--- config.mk ---
export PLATFORM = sky130hd
export DESIGN_NAME = mcb_frame_reader
export DESIGN_NICKNAME = d
export VERILOG_FILES = /design/src/rtl/mcb_frame_reader.sv
export SDC_FILE = /design/constraint.sdc
export NUM_CORES = 2
export LEC_CHECK = 0
export ABC_AREA = 1
export CORE_MARGIN = 4
export CORE_UTILIZATION = 60
export CTS_BUF_LIST = sky130_fd_sc_hd__clkbuf_4 sky130_fd_sc_hd__clkbuf_8
export DETAILED_ROUTE_END_ITERATION = 10
export PLACE_DENSITY = 0.86
export SLEW_MARGIN = 10
export SYNTH_ARGS = -nofsm -noshare
export SYNTH_HDL_FRONTEND = slang
export SYNTH_SLANG_ARGS = --single-unit
--- constraint.sdc ---
create_clock -name clk -period 4.9 [get_ports clk]
set_input_delay 0.98 -clock clk [delete_from_list [all_inputs] [get_ports clk]]
set_output_delay 0.98 -clock clk [all_outputs]
set_load 0.1 [all_outputs]
--- src/rtl/mcb_frame_reader.sv ---
// Streams one frame buffer from an MCB read port onto a valid/ready pixel stream.
// Define FRAME_LOOP_EN to wrap frames continuously instead of stopping after one.
module mcb_frame_reader #(
    parameter int          BURST_WORDS = 32,
    parameter int          FRAME_WORDS = 153600,
    parameter logic [29:0] BASE_ADDR   = 30'h0,
    parameter int          FIFO_DEPTH  = 64
) (
    input  logic        clk,
    input  logic        reset,
    input  logic        calib_done,
    input  logic        frame_start,
    output logic        cmd_en,
    output logic [2:0]  cmd_instr,
    output logic [5:0]  cmd_bl,
    output logic [29:0] cmd_byte_addr,
    input  logic        cmd_full,
    output logic        rd_en,
    input  logic [31:0] rd_data,
    input  logic        rd_empty,
    output logic [31:0] pix_data,
    output logic        pix_valid,
    input  logic        pix_ready,
    output logic        busy,
    output logic        frame_done
);
    localparam int FW = $clog2(FRAME_WORDS + 1);
    localparam int CW = $clog2(FIFO_DEPTH + 1);
    localparam int SW = CW + 1;
    localparam int AW = (FIFO_DEPTH > 1) ? $clog2(FIFO_DEPTH) : 1;
    localparam logic [29:0] ADDR_STEP = 30'(4 * BURST_WORDS);

    typedef enum logic [1:0] {IDLE, ISSUE, DRAIN} state_t;

    state_t        state;
    logic [FW-1:0] issued, consumed;
    logic [CW-1:0] local_count, outstanding;
    logic [AW-1:0] wr_ptr, rd_ptr;
    logic [31:0]   mem [FIFO_DEPTH];
    logic          credit_ok, pix_xfer, last_word;

    assign cmd_instr = 3'b001;
    assign cmd_bl    = 6'(BURST_WORDS - 1);
    assign rd_en     = !rd_empty;
    assign pix_valid = (local_count != '0);
    assign pix_data  = mem[rd_ptr];
    assign pix_xfer  = pix_valid && pix_ready;
    assign last_word = pix_xfer && (consumed == FW'(FRAME_WORDS - 1));

    // Reserve room for every word already requested so the MCB read FIFO can always drain.
    assign credit_ok = (SW'(local_count) + SW'(outstanding) + SW'(BURST_WORDS)) <= SW'(FIFO_DEPTH);
    // cmd_en follows cmd_full combinationally so a command is never strobed into a full FIFO.
    assign cmd_en    = (state == ISSUE) && !cmd_full && credit_ok && (issued < FW'(FRAME_WORDS));

    always_ff @(posedge clk) begin
        if (rd_en) mem[wr_ptr] <= rd_data;
    end

    always_ff @(posedge clk or posedge reset) begin
        if (reset) begin
            wr_ptr      <= '0;
            rd_ptr      <= '0;
            local_count <= '0;
            outstanding <= '0;
        end else begin
            if (rd_en)    wr_ptr <= (wr_ptr == AW'(FIFO_DEPTH - 1)) ? '0 : wr_ptr + 1'b1;
            if (pix_xfer) rd_ptr <= (rd_ptr == AW'(FIFO_DEPTH - 1)) ? '0 : rd_ptr + 1'b1;
            local_count <= local_count + CW'(rd_en) - CW'(pix_xfer);
            outstanding <= outstanding + (cmd_en ? CW'(BURST_WORDS) : CW'(0)) - CW'(rd_en);
        end
    end

    always_ff @(posedge clk or posedge reset) begin
        if (reset) begin
            state         <= IDLE;
            busy          <= 1'b0;
            frame_done    <= 1'b0;
            cmd_byte_addr <= BASE_ADDR;
            issued        <= '0;
            consumed      <= '0;
        end else begin
            frame_done <= last_word;
            if (pix_xfer) consumed <= last_word ? '0 : consumed + 1'b1;
            case (state)
                IDLE: begin
                    if (frame_start && calib_done) begin
                        state         <= ISSUE;
                        busy          <= 1'b1;
                        issued        <= '0;
                        consumed      <= '0;
                        cmd_byte_addr <= BASE_ADDR;
                    end
                end
                ISSUE: begin
                    if (cmd_en) begin
                        if (issued == FW'(FRAME_WORDS - BURST_WORDS)) begin
`ifdef FRAME_LOOP_EN
                            issued        <= '0;
                            cmd_byte_addr <= BASE_ADDR;
`else
                            issued        <= FW'(FRAME_WORDS);
                            cmd_byte_addr <= cmd_byte_addr + ADDR_STEP;
                            state         <= DRAIN;
`endif
                        end else begin
                            issued        <= issued + FW'(BURST_WORDS);
                            cmd_byte_addr <= cmd_byte_addr + ADDR_STEP;
                        end
                    end
                end
                DRAIN: begin
                    if (last_word) begin
                        state <= IDLE;
                        busy  <= 1'b0;
                    end
                end
                default: state <= IDLE;
            endcase
        end
    end
endmodule

==> results.yml <==
floorplanning:
  dieArea_um2: 150000
  io_pins: 115
  die_h_um: 387
  core_um2: 142000
  initial_core_util_pct: 60.6
  die_w_um: 387
  rows: 138
setup_path:
  worst-path-buf-inv: 3
  slowest_delay_ns: 0.59
  cp_cell_sequence: "clkinv_8, buf_4, o21ai_0, o22ai_1, nand2_1, nand3_1, nand3_1, nand3_1, buf_12"
  endpoint_kind: "primary output"
  critical_path.startpoint_type: "flip-flop"
  path_delay_family: "buffers and inverters"
  r2r_start: "local_count[2]"
  cpMostUsedCell: "nand3_1"
  crit_start: "rd_ptr[1]"
  cp_slowest_cell: "dfrtp_4"
  crit_required_ns: 3.92
  critical_path_arrival_ns: 3.88
  path_class: "flip-flop to primary output"
  cp_max_fo: 73
synthesis:
  synthCells: 6823
  synth_seq_area_share_pct: 73.8
  synth_top_flop_cell: "edfxtp_1"
  synth-edff-count: 2048
  synth_area_per_cell_um2: 12.6
  synth_area_um2: 86100
  yosysWarnings: 0
  async_reset_ff_share_pct: 3.94
  synth_area_leaders: "edfxtp_1, nor2_1, o21ai_0"
  synth_seq_cells: 2132
  synth_cell_type_count: 44
  synth_area_leader_cell: "edfxtp_1"
  synth_top_area_share_pct: 71.4
sta:
  finalMaxSlewViolations: 0
  setup_tns_ns: 0
  finalSetupViolCount: 0
  period_share_pct: 99.2
  fin_worst_skew_ns: 0.0816
  worstMarginPinSlew_ns: 1.27
  rsz0062_at_grt: "no"
  finalHoldViolCount: 0
  maxSlewHeadroom_pct: 15.1
  max_freq_ghz: 0.206
  finalCriticalPeriod_ns: 4.86
finish:
  multi_input_area_um2: 20200
  fillCellCount: 8696
  drive_gt1_share_pct: 11.3
  final_nets: 7071
  register_area_um2: 63600
  area_growth_pct: 11.3
global_route:
  track_usage_pct: 30.5
  overflow: 0
  antenna_found_initial: 5
  grt_first_pass_wirelength_mm: 349
  grt_max_degree: 158
  grt_pass1_vias: 58243
power:
  power.density_nw_per_um2: 585
  ir_drop_v: 0.00119
  power.switching_w: 0.0222
  p_clk_share_pct: 25.0
  p_leak_nw: 31.6
  switching_share_pct: 39.5
  comb_power_share_pct: 37.2
  internal_power_w: 0.0339
  power_w: 0.0561
  p_seq_share_pct: 37.8
routing:
  avgRoutedWirePerCell_um: 26.0
  first_iter_violations: 9689
  routed-via-count: 60188
  routed_via_density: 6.61
  drc: 0
  wirelength_mm: 237
  drtAntennaViolNets: 0
  dr.pass1.iters: 6
hold_path:
  hold_path_class: "input port to flip-flop"
  hold_start: "rd_data[29]"
cts:
  cts_tree: "done"
  cts_made_buffers: 333
  h-tree-depth: 5
  cts-root-buf: "clkbuf_8"
  cts_sinks: 2132
  clk_pin_slew_ns: 0.06
  cts_buffer_depth: 4
  worstSkewPairLatency_ns: 1.05
placement:
  port_buffers: 98
  hpwl_mm: 120
  place.gp.congestion: 0.873
outcome:
  status: "finished, final reports clean"
flow_run:
  maxCapViolations: 0
[path summary, 6_finish.rpt]
| path | endpoint | slack (ns) | cells past startpoint |
|---|---|---|---|
| worst min register to register | busy | 0.49 | 2 |
| worst min-delay path | mem[33][29] | 0.36 | 1 |
| min in group asynchronous | consumed[14] | 0.49 | 2 |
| worst max register to register | local_count[6] | 1.54 | 16 |
| max in group asynchronous | issued[13] | 3.38 | 3 |
| worst max-delay path | pix_data[16] | 0.04 | 9 |
[per-stage QoR]
stage / utilization, % / area [um2] / setup WS [ns] / hold slack, ns / instances
after floorplan: - / 86200 / 0.0982 / 0.468 / 6837
after global placement: 63.0 / 89500 / 0.888 / 0.468 / 8532
after detailed placement: 63.0 / 89500 / 0.776 / 0.471 / 8532
after CTS: 67.4 / 95700 / 0.0687 / 0.295 / 9095
after global routing: 67.5 / 95900 / 0.0234 / 0.338 / 9106
final: 67.5 / 95900 / 0.0400 / 0.362 / 9107
[metal layers]
layer	part of all wire [%]	vias to the layer above	track usage, %
met4	6.3	4	17.0
met3	15	1032	8.20
met2	46	5317	47.3
met5	0.011	-	0
met1	33	28576	39.4
li1	-	25259	-
[power groups by stage]
| stage | Combinational, W | Clock, W | Sequential (W) |
|---|---|---|---|
| after global placement | 0.0191 | 0 | 0.0216 |
| after CTS | 0.0202 | 0.0140 | 0.0212 |
| after global routing | 0.0219 | 0.0149 | 0.0213 |
| final | 0.0209 | 0.0140 | 0.0212 |
| after floorplan | 0.0126 | 0 | 0.0218 |
| after detailed placement | 0.0197 | 0 | 0.0216 |
[sequential cells by signal, indices dropped and copies added, names as in the netlist, 2 cells and up]
name           count
outstanding        7
consumed          18
state              2
cmd_byte_addr     23
issued            13
local_count        7
mem             2048
wr_ptr             6
rd_ptr             6
[logic make-up (layout without fill, tap and decap cells)]
group	count (synthesis)	in the layout	synth area share, %
DFF	2132	2132	73.8
buffers and inverters	580	956	3.32
AOI/OAI and AO/OA	1656	1656	10.8
xor gates and xnor gates	39	39	0.396
other	2	20	0.00872
and+or+nand+nor	2377	2377	11.1
adders and majority gates	37	37	0.564
[cells in the mapped netlist (2+ instances only)]
library cell	instances
buf_2	100
nand3_1	378
o221ai_1	10
inv_4	2
xnor2_1	4
or2_1	2
edfxtp_1	2048
xor2_1	35
nand3b_1	3
o211ai_1	246
o21ai_2	4
buf_4	60
clkinv_1	5
a21oi_1	103
dfrtp_1	84
or2_2	9
a22oi_1	5
o22ai_1	239
inv_1	112
nand2_2	2
clkbuf_1	224
nor4_1	3
nand2_1	526
inv_2	5
ha_1	34
o21ai_0	941
nor2_1	1401
o21ai_1	103
nand4_1	30
buf_1	30
buf_6	41
conb_1	2
nor3_1	18
fa_1	3
nor3_2	2
[timing repair]
| item | CTS | global route |
|---|---|---|
| resized for setup | 6 | 9 |
| gates cloned | 4 | 1 |
| setup endpoints to repair | 27 | 13 |
| hold endpoints to repair | 0 | 0 |
| setup buffers | 6 | 5 |
| hold buffers | 0 | 0 |
[worst register-to-register path, delay by kind of cell (launching register included)]
| family | cells | cell delay [ns] |
|---|---|---|
| AO/OA/AOI/OAI | 2 | 0.47 |
| XOR/XNOR | 1 | 0.14 |
| adder cells (fa/ha/maj) | 4 | 1.11 |
| buffers and inverters | 5 | 0.69 |
| flip-flops | 1 | 0.41 |
| AND/OR/NAND/NOR | 4 | 0.46 |
[cell type report]
class,instances,area share (%)
multi-input combinational,4125,21.1
clock inverter,118,0.638
sequential,2132,66.3
clock buffer,435,5.64
tap,1890,2.47
timing repair inverter,2,0.0183
inverter,124,0.543
timing repair buffer,277,3.27
antenna,4,0.0104
[cell usage in the layout (no fill, tap or decap), drive strengths merged, types with 113 or more instances in the layout]
cell type | synthesis | routed
buf | 232 | 242
clkbuf | 224 | 436
clkinv | 5 | 113
edfxtp | 2048 | 2048
inv | 119 | 123
nand2 | 528 | 528
nand3 | 378 | 378
nor2 | 1403 | 1403
o211ai | 246 | 246
o21ai | 1048 | 1048
o22ai | 239 | 239
(Power assumes the default switching activity.)
